$ cat src/rtl/ltl_feeder_pkg.sv
// Shared types for the LTL monitor symbol feeder.
package ltl_feeder_pkg;

  localparam int unsigned SYM_W = 8;

  typedef logic [SYM_W-1:0] symbol_t;

  typedef enum logic [2:0] {
    IDLE,
    RESET,
    ARM,
    STREAM,
    DRAIN
  } feeder_state_e;

endpackage

$ cat src/rtl/ltl_feeder_fifo.sv
// Synchronous FIFO with a registered head word and occupancy count.
// flush has priority over push and pop. Pushes when full and pops when
// empty are ignored.
module ltl_feeder_fifo #(
  parameter int unsigned WIDTH = 8,
  parameter int unsigned DEPTH = 8
) (
  input  logic                     clk,
  input  logic                     reset_n,
  input  logic                     flush,
  input  logic                     push,
  input  logic [WIDTH-1:0]         din,
  input  logic                     pop,
  output logic [WIDTH-1:0]         head,
  output logic [$clog2(DEPTH):0]   count,
  output logic                     full,
  output logic                     empty
);

  localparam int unsigned AW = $clog2(DEPTH);
  localparam int unsigned CW = AW + 1;

  logic [WIDTH-1:0] mem [DEPTH];
  logic [AW-1:0]    rd_ptr;
  logic [AW-1:0]    wr_ptr;
  logic             do_push;
  logic             do_pop;

  // Qualify requests against flush and occupancy.
  always_comb begin
    full    = (count == CW'(DEPTH));
    empty   = (count == '0);
    do_push = push && !full && !flush;
    do_pop  = pop && !empty && !flush;
  end

  // Storage array; no reset needed on data.
  always_ff @(posedge clk) begin
    if (do_push) begin
      mem[wr_ptr] <= din;
    end
  end

  // Pointers, occupancy and the registered head word.
  // The head is pre-loaded with the next entry on a pop, or with the
  // incoming word when it becomes the only entry.
  always_ff @(posedge clk) begin
    if (!reset_n) begin
      rd_ptr <= '0;
      wr_ptr <= '0;
      count  <= '0;
      head   <= '0;
    end else if (flush) begin
      rd_ptr <= '0;
      wr_ptr <= '0;
      count  <= '0;
    end else begin
      if (do_push) begin
        wr_ptr <= wr_ptr + 1'b1;
      end
      if (do_pop) begin
        rd_ptr <= rd_ptr + 1'b1;
      end
      case ({do_push, do_pop})
        2'b10:   count <= count + 1'b1;
        2'b01:   count <= count - 1'b1;
        default: count <= count;
      endcase
      if (do_pop) begin
        head <= (count == CW'(1)) ? din : mem[rd_ptr + 1'b1];
      end else if (do_push && empty) begin
        head <= din;
      end
    end
  end

endmodule

$ cat src/rtl/ltl_symbol_feeder.sv
// Producer side of the LTL automata monitor symbol interface.
// Buffers proposition vectors, sequences monitor reset so the first
// mon_run cycle coincides with mon_reset deassertion, counts symbols,
// and reports stalls and trace completion.
// Optional: define LTL_FEEDER_REPORT_LATCH_EN to add the report latch
// outputs (first_report, first_report_idx, report_hit).
module ltl_symbol_feeder
  import ltl_feeder_pkg::*;
#(
  parameter int unsigned PROP_W      = 8,
  parameter int unsigned DEPTH       = 8,
  parameter int unsigned RST_CYCLES  = 2,
  parameter int unsigned CNT_W       = 16,
  parameter int unsigned NUM_REPORTS = 4
) (
  input  logic                   clk,
  input  logic                   reset_n,
  input  logic                   trace_start,
  input  logic                   trace_end,
  input  logic                   evt_valid,
  output logic                   evt_ready,
  input  logic [PROP_W-1:0]      evt_props,
  output logic                   mon_reset,
  output logic                   mon_run,
  output logic [SYM_W-1:0]       mon_symbols,
  input  logic [NUM_REPORTS-1:0] mon_reports,
  output logic [CNT_W-1:0]       sym_count,
  output logic                   stall,
  output logic                   done
`ifdef LTL_FEEDER_REPORT_LATCH_EN
  ,
  output logic [NUM_REPORTS-1:0] first_report,
  output logic [CNT_W-1:0]       first_report_idx,
  output logic                   report_hit
`endif
);

  localparam int unsigned AW  = $clog2(DEPTH);
  localparam int unsigned RCW = (RST_CYCLES > 1) ? $clog2(RST_CYCLES) : 1;

  feeder_state_e     state;
  logic [RCW-1:0]    rst_cnt;
  logic              te_seen;
  logic [PROP_W-1:0] fifo_head;
  logic [AW:0]       fifo_count;
  logic              fifo_full;
  logic              fifo_empty;
  logic              streaming;
  logic              push;
  logic              pop;
  symbol_t           head_sym;
  symbol_t           last_sym;
  logic [CNT_W-1:0]  cnt_inc;

  ltl_feeder_fifo #(
    .WIDTH (PROP_W),
    .DEPTH (DEPTH)
  ) u_fifo (
    .clk     (clk),
    .reset_n (reset_n),
    .flush   (trace_start),
    .push    (push),
    .din     (evt_props),
    .pop     (pop),
    .head    (fifo_head),
    .count   (fifo_count),
    .full    (fifo_full),
    .empty   (fifo_empty)
  );

  // Handshake and monitor-side outputs, derived from registered state only.
  always_comb begin
    streaming   = (state == STREAM) || (state == DRAIN);
    evt_ready   = ((state == ARM) || (state == STREAM)) && !fifo_full && !te_seen;
    push        = evt_valid && evt_ready && !trace_start;
    pop         = streaming && !fifo_empty;
    mon_run     = pop;
    mon_reset   = !streaming;
    head_sym    = '0;
    head_sym[PROP_W-1:0] = fifo_head;
    mon_symbols = pop ? head_sym : last_sym;
    stall       = (state == STREAM) && fifo_empty && !te_seen;
    cnt_inc     = (sym_count == '1) ? sym_count : sym_count + 1'b1;
  end

  // Trace sequencing FSM; trace_start aborts from any state.
  // A trace_end that arrives with a push in ARM is only remembered, so the
  // pushed event is still streamed before done.
  always_ff @(posedge clk) begin
    if (!reset_n) begin
      state   <= IDLE;
      rst_cnt <= '0;
      te_seen <= 1'b0;
      done    <= 1'b0;
    end else begin
      done <= 1'b0;
      if (trace_start) begin
        state   <= RESET;
        rst_cnt <= RCW'(RST_CYCLES - 1);
        te_seen <= 1'b0;
      end else begin
        case (state)
          IDLE: ;
          RESET: begin
            if (rst_cnt == '0) begin
              state <= ARM;
            end else begin
              rst_cnt <= rst_cnt - 1'b1;
            end
          end
          ARM: begin
            if (trace_end) begin
              te_seen <= 1'b1;
            end
            if (!fifo_empty) begin
              state <= STREAM;
            end else if ((trace_end || te_seen) && !push) begin
              state   <= IDLE;
              done    <= 1'b1;
              te_seen <= 1'b0;
            end
          end
          STREAM: begin
            if (trace_end || te_seen) begin
              te_seen <= 1'b1;
              state   <= DRAIN;
            end
          end
          DRAIN: begin
            if (fifo_empty) begin
              state   <= IDLE;
              done    <= 1'b1;
              te_seen <= 1'b0;
            end
          end
          default: state <= IDLE;
        endcase
      end
    end
  end

  // Saturating count of delivered symbols, cleared at each trace start.
  always_ff @(posedge clk) begin
    if (!reset_n) begin
      sym_count <= '0;
    end else if (trace_start) begin
      sym_count <= '0;
    end else if (pop) begin
      sym_count <= cnt_inc;
    end
  end

  // Last delivered symbol, held on mon_symbols while the FIFO is empty.
  always_ff @(posedge clk) begin
    if (!reset_n) begin
      last_sym <= '0;
    end else if (pop) begin
      last_sym <= head_sym;
    end
  end

`ifdef LTL_FEEDER_REPORT_LATCH_EN
  // Sticky capture of monitor reports and the index of the first hit.
  always_ff @(posedge clk) begin
    if (!reset_n || trace_start) begin
      first_report     <= '0;
      first_report_idx <= '0;
      report_hit       <= 1'b0;
    end else if (mon_run) begin
      first_report <= first_report | mon_reports;
      if (!report_hit && (|mon_reports)) begin
        report_hit       <= 1'b1;
        first_report_idx <= cnt_inc;
      end
    end
  end
`else
  logic unused_reports;
  assign unused_reports = ^mon_reports;
`endif

endmodule

$ cat config.mk
export PLATFORM = sky130hd
export DESIGN_NAME = ltl_symbol_feeder
export DESIGN_NICKNAME = d
export VERILOG_FILES = /design/src/rtl/ltl_feeder_pkg.sv /design/src/rtl/ltl_feeder_fifo.sv /design/src/rtl/ltl_symbol_feeder.sv
export SDC_FILE = /design/constraint.sdc
export NUM_CORES = 1
export LEC_CHECK = 0
export BUFFER_PORTS_ARGS = -buffer_cell sky130_fd_sc_hd__buf_2
export CAP_MARGIN = 5
export CORE_MARGIN = 2
export CORE_UTILIZATION = 45
export DETAILED_ROUTE_END_ITERATION = 16
export PLACE_DENSITY = 0.66
export SKIP_CTS_REPAIR_TIMING = 1
export SLEW_MARGIN = 20
export SYNTH_ARGS = -nofsm -noshare
export SYNTH_HDL_FRONTEND = slang
export SYNTH_SLANG_ARGS = --single-unit
$ cat constraint.sdc
create_clock -name clk -period 2.5 [get_ports clk]
set_input_delay 0.375 -clock clk [delete_from_list [all_inputs] [get_ports clk]]
set_output_delay 0.375 -clock clk [all_outputs]
set_load 0.02 [all_outputs]
# Word level (Yosys, flattened, before mapping)
# Memory sizes are Yosys's and may differ from the RTL's.
# Cells that the tools add are included.
# W data, S select, Z words.
[classes]
add_sub_neg = 6
eq_ne = 18
mux = 27
n_bitwise = 4
n_reduce_logical = 34
[op_table]
columns = ["operator", "count"]
rows = [
  ["$mux W8", 4],
  ["$add A16 B1 Y16 const B", 1],
  ["$eq A16 B16 Y1 const B", 1],
  ["$mux W3", 5],
  ["$pmux W3 S5", 1],
  ["$mux W1", 14],
  ["$logic_and A1 B1 Y1", 13],
  ["$reduce_and A5 Y1", 2],
  ["$pmux W4 S2", 1],
  ["$add A3 B1 Y3 const B", 2],
  ["$eq A3 B2 Y1 const B", 2],
  ["$logic_not A1 Y1", 6],
  ["$ne A2 B2 Y1 const B", 3],
  ["$ne A3 B2 Y1 const B", 2],
  ["$ne A3 B3 Y1 const B", 2],
  ["$reduce_bool A2 Y1", 3],
  ["$add A4 B1 Y4 const B", 1],
  ["$eq A4 B1 Y1 const B", 1],
  ["$eq A4 B4 Y1 const B", 1],
  ["$logic_not A4 Y1", 1],
  ["$ne A4 B3 Y1 const B", 1],
  ["$not A1 Y1", 4],
  ["$reduce_and A2 Y1", 2],
  ["$sub A4 B1 Y4 const B", 1],
  ["other kinds (13)", 15],
]
[totals]
register_bits = 48
mem_bits_rw = 64
output_inout_bits = 29
mem_count = 1
[memory_table]
columns = ["memory", "words", "word_bits", "rd", "rd_ports_with_merged_regs", "wr", "line_no", "text"]
rows = [
  ["u_fifo.mem", 8, 8, 1, 0, 1, "ltl_feeder_fifo.sv:23", "logic [WIDTH-1:0] mem [DEPTH];"],
]

# Longest topological paths before layout
# Gate-level depths: netlist of run 1.
[depth]
ltp_word = 12
mapped_depth = 11
depth_no_buf = 10

# Hierarchy
# From an unflattened synthesis of run 1, not the netlist that was laid out.
[hier_totals]
hier_cells = 392
area_unflattened_um2 = 5022.3
[modules_own_cells]
columns = ["module", "n_inst", "cells_per_inst", "area_per_inst_um2"]
rows = [
  ["ltl_feeder_fifo", 1, 207, 3429.5],
  ["ltl_symbol_feeder", 1, 185, 1592.8],
]

# Worst setup path before layout of run 1
# No wires, ideal clock.
[synth_timing]
kind = "register to register"
start = "reg u_fifo.count[0]"
end = "mem u_fifo.mem[4][0] (enable)"
arrival_ps = 2214
path_slack_ps = -112
path_stages_with_launch = 7
path_cell_list = "dfxtp_1 > inv_1 > ha_1 > and3b_1 > nand4bb_1 > clkbuf_1 > nor4b_1"
[synth_via]
elab_chain_len = 10
[synth_rtl]
columns = ["element", "line_no", "text"]
rows = [
  ["start, declared", "ltl_feeder_fifo.sv:15", "output logic [$clog2(DEPTH):0] count,"],
  ["start signal, assigned", "ltl_feeder_fifo.sv:65", "2'b10: count <= count + 1'b1;"],
  ["start signal, assigned", "ltl_feeder_fifo.sv:66", "2'b01: count <= count - 1'b1;"],
  ["start signal, assigned", "ltl_feeder_fifo.sv:67", "default: count <= count;"],
  ["$eq A4 B4 Y1 (*)", "ltl_feeder_fifo.sv:31", "full = (count == CW'(DEPTH));"],
  ["$logic_not A1 Y1 (*)", "ltl_feeder_fifo.sv:33, ltl_symbol_feeder.sv:74", ""],
  ["$logic_and A1 B1 Y1 (2 in series)", "ltl_symbol_feeder.sv:74", "evt_ready = ((state == ARM) || (state == STREAM)) && !fifo_full && !te_seen;"],
  ["$logic_and A1 B1 Y1 (2 in series)", "ltl_symbol_feeder.sv:75", "push = evt_valid && evt_ready && !trace_start;"],
  ["$logic_and A1 B1 Y1 (*) (2 in series)", "ltl_feeder_fifo.sv:33", "do_push = push && !full && !flush;"],
  ["$mux W1 (*)", "ltl_feeder_fifo.sv:39", "if (do_push) begin"],
  ["$mux W1 (not written as such) (*)", "ltl_feeder_fifo.sv:40", "mem[wr_ptr] <= din;"],
  ["end, declared", "ltl_feeder_fifo.sv:23", ""],
]
# Mark *: on every way between the ends. The rest lies on a longest branch, timed or not.

# Final worst setup path of run 1
[layout_timing]
start = "reg state[2]"
end = "out mon_symbols[5]"
[layout_via]
elab_chain_len = 4
[layout_rtl]
columns = ["element", "line_no", "text"]
rows = [
  ["start, declared", "ltl_symbol_feeder.sv:41", "feeder_state_e state;"],
  ["start signal, assigned", "ltl_symbol_feeder.sv:91", "state <= IDLE;"],
  ["start signal, assigned", "ltl_symbol_feeder.sv:98", "state <= RESET;"],
  ["start signal, assigned", "ltl_symbol_feeder.sv:106", "state <= ARM;"],
  ["$eq A3 B2 Y1 / $eq A3 B3 Y1 (equally long branches)", "ltl_symbol_feeder.sv:73", "streaming = (state == STREAM) || (state == DRAIN);"],
  ["$logic_or A1 B1 Y1 (*)", "ltl_symbol_feeder.sv:73", ""],
  ["$logic_and A1 B1 Y1 (*)", "ltl_symbol_feeder.sv:76", "pop = streaming && !fifo_empty;"],
  ["$mux W8 (*)", "--", ""],
  ["end, declared", "ltl_symbol_feeder.sv:25", "output logic [SYM_W-1:0] mon_symbols,"],
]
# Marked as above.

==> summary.md, run 1 <==
| Metric | Value |
|---|---|
| Reg2Reg Depth | `9` |
| Critical-path top delay cell | `or3b_4` |
| Fmax | `426 MHz` |
| Initial Util | `46.8%` |
| Number of buffers created by CTS | `9` |
| Iter 0 DRT Violations | `195` |
| Signal arrival time at the worst endpoint | `1.97 ns` |
| Async SR Flop Fraction | `0%` |
| RSZ-0062 raised after global routing | `no` |
| Tot Pwr | `0.00308 W` |
| Area of the core | `0.0104 mm2` |
| Dpl cells | `581` |
| Largest net degree at the start of global routing | `22` |
| Avg Synthesized Cell Area | `12.2 um2` |
| Seq/Total Area, Yosys | `59.2%` |
| Skew-Pair Late Insertion Delay | `0.37 ns` |
| Yosys warns | `0` |
| Setup Skew | `0.0111 ns` |
| First-pass GRT wire length | `15.5 mm` |
| Slowest Stage Delay on Critical Path | `0.44 ns` |
| Commonest cells after routing, fill and taps aside | `edfxtp_1, nand2_1, dfxtp_1, buf_2, nor2_1` |
| Worst Path Max Fanout | `10` |
| GP Congestion | `0.781` |
| WL/cell | `15.5 um` |
| Min Tclk post-route | `2.35 ns` |
| Slew margin rel. | `57.3%` |
| Share of layout cells above drive strength 1 | `26.2%` |
| Reg clk slew, reported paths | `0.11 ns` |
| Drt total wl | `9.24 mm` |
| IO Port Bufs | `41` |
| Diode count | `0` |
| Syn Std Cell Area | `0.00487 mm2` |
| # DRC | `0` |
| R2R setup slack | `0.18 ns` |
| Setup crit end kind | `primary output` |
| Synth unique cells | `52` |
| Number of global-route vias before repair | `3,184` |
| Htree depth | `3` |
| Area grow syn2layout | `14.5%` |
| Leakage | `2.00 nW` |
| HP Start | `evt_props[2]` |
| Power density over the cells | `551 mW/mm2` |
| Tot GR Track Use | `17.1%` |
| Endpoints failing setup | `0` |
| Most frequent CP cell | `nand2_1` |
| CP bufs+invs | `3` |
| Detailed Routing Iterations Pass 1 | `4` |
| Die X | `108 um` |
| Critical path class | `reg2out` |
| Root Driver | `clkbuf_8` |
| Fin cells | `597` |
| DP HPWL | `6.47 mm` |
| CP delay by family, top | `simple AND/OR/NAND/NOR gates` |
| Critical Path Start Type | `flip-flop` |
| Fill cells | `900` |
| Dominant synthesized flop cell | `edfxtp_1` |
| #FFs+latches synth | `112` |
| Die area | `0.0117 mm2` |
| CTS Sinks | `112` |
| Grt total ovfl | `0` |
| Reg-to-reg critical path endpoint | `u_fifo.mem[3][5]$_DFFE_PP_` |
| CP required | `2.12 ns` |
| Hold Path End | `u_fifo.mem[0][2]$_DFFE_PP_` |
| Final Hold Fails | `0` |
| Clock Tree Buf Depth | `2` |
| Hold Path Class | `in2reg` |
| Max rail drop VDD | `346 uV` |
| Final net count | `480` |
| Status | `finished clean` |
| Gate Count Post-Synth | `398` |
| Max-slew violations | `0` |
| Initial antenna violation count | `0` |
| Routed Antenna Nets | `0` |
| R2r startpoint | `u_fifo.count[1]$_SDFFE_PP0P_` |
| CTS tree | `done` |
| Net Count, Synth | `422` |
| Routed vias/inst | `5.38` |
| Max-cap check violation count | `0` |
| Commonest non-fill, non-tap cell in the layout | `edfxtp_1` |
| Height of the die | `108 um` |
| Worst Max-Slew Pin Slew | `0.636 ns` |
| Num ports | `46` |
| Fin crit share | `94.0%` |
| Site Rows | `37` |
| EDFF count, synth | `64` |
| Vias | `3,211` |
| Critical Path, Cell by Cell | `or3b_4 > a21o_4 > inv_4 > buf_4 > nand2_1 > nand2_1 > buf_2` |
| Hold path cells | `1` |
## where the power goes
part | switching (W) | internal (W)
registers | 0.00000248 | 0.00195
logic | 0.0000499 | 0.0000275
clock network | 0.000654 | 0.000395
total | 0.000707 | 0.00237
## synth_stat cells, types with 5 or more instances
| cell | number | area (um2) |
|---|---|---|
| edfxtp_1 | 64 | 1920 |
| a31oi_1 | 6 | 37.5 |
| xor2_1 | 7 | 61.3 |
| inv_1 | 6 | 22.5 |
| nand3_1 | 15 | 75.1 |
| a32o_1 | 8 | 80.1 |
| mux4_2 | 16 | 360 |
| nand2_1 | 58 | 218 |
| clkbuf_1 | 11 | 41.3 |
| o21ai_0 | 5 | 25.0 |
| mux2i_1 | 7 | 70.1 |
| and2_1 | 10 | 62.6 |
| xnor2_1 | 8 | 70.1 |
| ha_1 | 7 | 87.6 |
| or2_2 | 9 | 56.3 |
| a21oi_1 | 10 | 50.1 |
| dfxtp_1 | 48 | 961 |
| nor2_1 | 33 | 124 |
| nor3_1 | 9 | 45.0 |
| nor2b_1 | 6 | 37.5 |
## layer usage
metal	global-route usage, %	up-vias	wire length, um
met5	0	-	0
met4	6.87	0	166
met3	2.95	15	326
met2	28.5	59	4490
met1	22.3	1553	4250
li1	-	1584	-
## layout make-up
class / count / area (um2) / share of cell area [%]
flip-flops and latches: 112 / 2880 / 51.7
inverters: 6 / 25.0 / 0.449
clock inverters: 6 / 65.1 / 1.17
well taps: 136 / 170 / 3.05
clock buffers: 10 / 128 / 2.29
repair buffers: 65 / 385 / 6.91
multi-input cells: 262 / 1920 / 34.4
## kinds of logic after synthesis
group	share of synthesized area [%]
flip-flops	59.2
XOR/XNOR	2.70
multiplexers	8.83
AO/OA/AOI/OAI	7.78
AND/OR/NAND/NOR	17.6
adder cells (fa/ha/maj)	1.80
buffers and inverters	2.13
## registers in the layout, summed over array words and instances, names as in the netlist, 3 cells and up
signal / cells
u_fifo.mem: 64
sym_count: 16
last_sym: 8
u_fifo.head: 8
u_fifo.count: 4
state: 3
u_fifo.rd_ptr: 3
u_fifo.wr_ptr: 3
## per-stage QoR
stage	TNS, ns	util (%)	setup slack (ns)	hold slack [ns]	instance area (um2)
after floorplan	0	-	0.00147	0.440	4890
after global placement	0	51.5	0.174	0.447	5360
after CTS	-0.354	53.3	-0.122	0.278	5550
after detailed placement	0	51.5	0.0931	0.453	5360
final	0	53.6	0.151	0.290	5580
after global routing	0	53.6	0.0358	0.292	5580
## worst max-delay path by stage
stage	from	to	slack, ns	depth (start not counted)
finish	state[2]$_SDFFE_PP0P_	mon_symbols[5]	0.15	7
global route	state[2]$_SDFFE_PP0P_	mon_symbols[5]	0.04	7
CTS	u_fifo.count[1]$_SDFFE_PP0P_	mon_symbols[5]	-0.12	9
detailed placement	u_fifo.count[1]$_SDFFE_PP0P_	u_fifo.mem[6][4]$_DFFE_PP_	0.09	9
global placement	u_fifo.count[1]$_SDFFE_PP0P_	u_fifo.mem[3][4]$_DFFE_PP_	0.17	9
floorplan	u_fifo.count[0]$_SDFFE_PP0P_	u_fifo.count[2]$_SDFFE_PP0P_	0.001	9
No activity file was read; power rests on OpenSTA's default activity.
==> run 2: changes to the inputs <==
Settings changed: CELL_PAD_IN_SITES_DETAIL_PLACEMENT set to 1, CELL_PAD_IN_SITES_GLOBAL_PLACEMENT set to 1, PLACE_DENSITY 0.66 to not set, PLACE_DENSITY_LB_ADDON set to 0.1, SLEW_MARGIN 20 to 10.
Clock period 2.5 ns to 2.38 ns, I/O delays scaled along.
==> summary.md, run 2 (synthesized netlist as in run 1, its figures left out) <==
| Metric | Value |
|---|---|
| Drt total wl | `11.0 mm (+19%)` |
| Fin Hold WS | `0.280 ns (-0.00958 ns)` |
| Tot GR Track Use | `20.2% (+3.1 points)` |
| Initial Util | `46.8% (unchanged)` |
| Max-slew violations | `0 (unchanged)` |
| Reg2Reg Depth | `9 (unchanged)` |
| Final Hold Fails | `0 (unchanged)` |
| CP bufs+invs | `3 (unchanged)` |
| Min Tclk post-route | `2.30 ns` |
| Power density over the cells | `556 mW/mm2 (+0.82%)` |
| Slowest Stage Delay on Critical Path | `0.37 ns (-0.07 ns)` |
| Area post-placement | `0.00543 mm2 (+1.3%)` |
| Setup crit end kind | `primary output` |
| First-pass GRT wire length | `17.8 mm (+15%)` |
| Max FFs per register | `64 (unchanged)` |
| CP required | `2.02 ns (-0.10 ns)` |
| Share of layout cells above drive strength 1 | `30.8% (+4.6 points)` |
| # DRC | `0 (unchanged)` |
| Met2 routed WL | `5.22 mm (+16%)` |
| Worst Path Max Fanout | `6 (-4)` |
| Leakage | `2.06 nW (+2.7%)` |
| Vias | `3,300 (+2.8%)` |
| Clock Tree Buf Depth | `2 (unchanged)` |
| IO Port Bufs | `41 (unchanged)` |
| Wire length on met3 | `384 um (+18%)` |
| Max rail drop VDD | `332 uV (-4.0%)` |
| Largest Register | `u_fifo.mem` |
| Worst Max-Slew Pin Slew | `0.728 ns (+0.0922 ns)` |
| CTS tree | `done` |
| Grt total ovfl | `0 (unchanged)` |
| HP Start | `evt_props[2]` |
| Endpoints failing setup | `0 (unchanged)` |
| Commonest non-fill, non-tap cell in the layout | `edfxtp_1` |
| Commonest cells after routing, fill and taps aside | `edfxtp_1, nand2_1, dfxtp_1, buf_2, buf_4` |
| Hold path cells | `1 (unchanged)` |
| Detailed Routing Iterations Pass 1 | `4 (unchanged)` |
| Highest metal used | `met4` |
| Num ports | `46 (unchanged)` |
| Fill cells | `1,102 (+22%)` |
| Hold Path Class | `in2reg` |
| CP delay by family, top | `simple AND/OR/NAND/NOR gates` |
| Reg clk slew, reported paths | `0.11 ns (about the same)` |
| Height of the die | `108 um (unchanged)` |
| Status | `finished clean` |
| Core Util, Final | `55.2% (+1.6 points)` |
| Final instance area | `0.00575 mm2 (+3.1%)` |
| Signal arrival time at the worst endpoint | `1.94 ns (-0.03 ns)` |
| Critical Path Start Type | `flip-flop` |
| Number of buffers created by CTS | `9 (unchanged)` |
| Die area | `0.0117 mm2 (unchanged)` |
| Final net count | `493 (+2.7%)` |
| Iter 0 DRT Violations | `95 (-51%)` |
| Hold Path End | `u_fifo.mem[1][2]$_DFFE_PP_` |
| Routed vias/inst | `5.41 (+0.58%)` |
| WL/cell | `18.1 um (+17%)` |
| Reg-to-reg critical path endpoint | `u_fifo.head[4]$_SDFFE_PN0P_` |
| Critical path class | `reg2out` |
| Root Driver | `clkbuf_8` |
| Skew-Pair Late Insertion Delay | `0.37 ns (about the same)` |
| Fmax | `434 MHz` |
| DP HPWL | `7.80 mm (+20%)` |
| Slew margin rel. | `51.3% (-6.0 points)` |
| Area of the core | `0.0104 mm2 (unchanged)` |
| M1 WL | `5.26 mm (+24%)` |
| Fin crit share | `96.7%` |
| R2r startpoint | `u_fifo.count[1]$_SDFFE_PP0P_` |
| Site Rows | `37 (unchanged)` |
| Die X | `108 um (unchanged)` |
| GP Congestion | `0.799 (+2.3%)` |
| R2R setup slack | `0.23 ns (+0.05 ns)` |
| Max-cap check violation count | `0 (unchanged)` |
| RSZ-0062 raised after global routing | `yes` |
| Setup Skew | `0.00770 ns (-0.00344 ns)` |
| Routed Antenna Nets | `0 (unchanged)` |
| Initial antenna violation count | `0 (unchanged)` |
| Top Registers | `u_fifo.mem: 64 flops, sym_count: 16 flops` |
| Critical-path top delay cell | `dfxtp_4` |
| Largest net degree at the start of global routing | `20 (-9.1%)` |
| Area grow syn2layout | `18.0%` |
| CTS Sinks | `112 (unchanged)` |
| Number of global-route vias before repair | `3,369 (+5.8%)` |
| Critical Path, Cell by Cell | `inv_4 > ha_4 > nor3b_4 > a21o_4 > clkinvlp_4 > nand2_2 > nand2_1 > buf_2` |
| Htree depth | `3 (unchanged)` |
| Diode count | `0 (unchanged)` |
## run 2: worst register-to-register path, stage by stage, from the launching register on
cell and delay, ns:
dfxtp_4 0.37, inv_4 0.07, ha_4 0.13, nor3b_4 0.26, a21o_4 0.19, clkinvlp_4 0.15
buf_4 0.15, a31oi_1 0.20, o21a_1 0.39, a32o_1 0.20
## run 2: layout make-up
cell class / instances / area [um2] / share of cell area, %
Sequential cell: 112 / 2890 / 50.3
Multi-Input combinational cell: 262 / 1950 / 34.0
Timing Repair Buffer: 77 / 519 / 9.03
Tap cell: 136 / 170 / 2.96
Clock buffer: 10 / 128 / 2.22
Clock inverter: 6 / 51.3 / 0.892
Inverter: 6 / 28.8 / 0.500
Timing Repair inverter: 1 / 7.51 / 0.131
## run 2: worst max-delay path by stage
stage	end	cells past startpoint	from	slack (ns)
floorplan	u_fifo.mem[0][0]$_DFFE_PP_	6	u_fifo.count[0]$_SDFFE_PP0P_	-0.09
global placement	u_fifo.head[0]$_SDFFE_PN0P_	6	state[1]$_SDFFE_PP0P_	0.19
detailed placement	u_fifo.head[2]$_SDFFE_PN0P_	8	u_fifo.count[1]$_SDFFE_PP0P_	0.09
CTS	mon_symbols[2]	6	state[1]$_SDFFE_PP0P_	-0.23
global route	mon_symbols[3]	8	u_fifo.count[1]$_SDFFE_PP0P_	-0.04
finish	mon_symbols[3]	8	u_fifo.count[1]$_SDFFE_PP0P_	0.08
## run 2: metrics by stage
step                      instances  TNS (ns)  power, W  setup WS [ns]
after detailed placement        586         0   0.00217         0.0857
final                           610         0   0.00320         0.0781
after CTS                       602     -1.70   0.00325         -0.229
after global routing            610    -0.135   0.00332        -0.0401
after global placement          586         0   0.00217          0.185
after floorplan                 398    -0.923   0.00213        -0.0888
## run 2: layer usage
layer | up-vias | global-route usage (%)
li1 | 1605 | -
met1 | 1623 | 28.6
met2 | 59 | 31.6
met3 | 13 | 4.04
met4 | 0 | 6.32
met5 | - | 0
## run 2: power by group
part	internal [W]	switching (W)	total, W
combinational	0.0000289	0.0000542	0.0000830
clock	0.000399	0.000668	0.00107
sequential	0.00204	0.00000352	0.00205
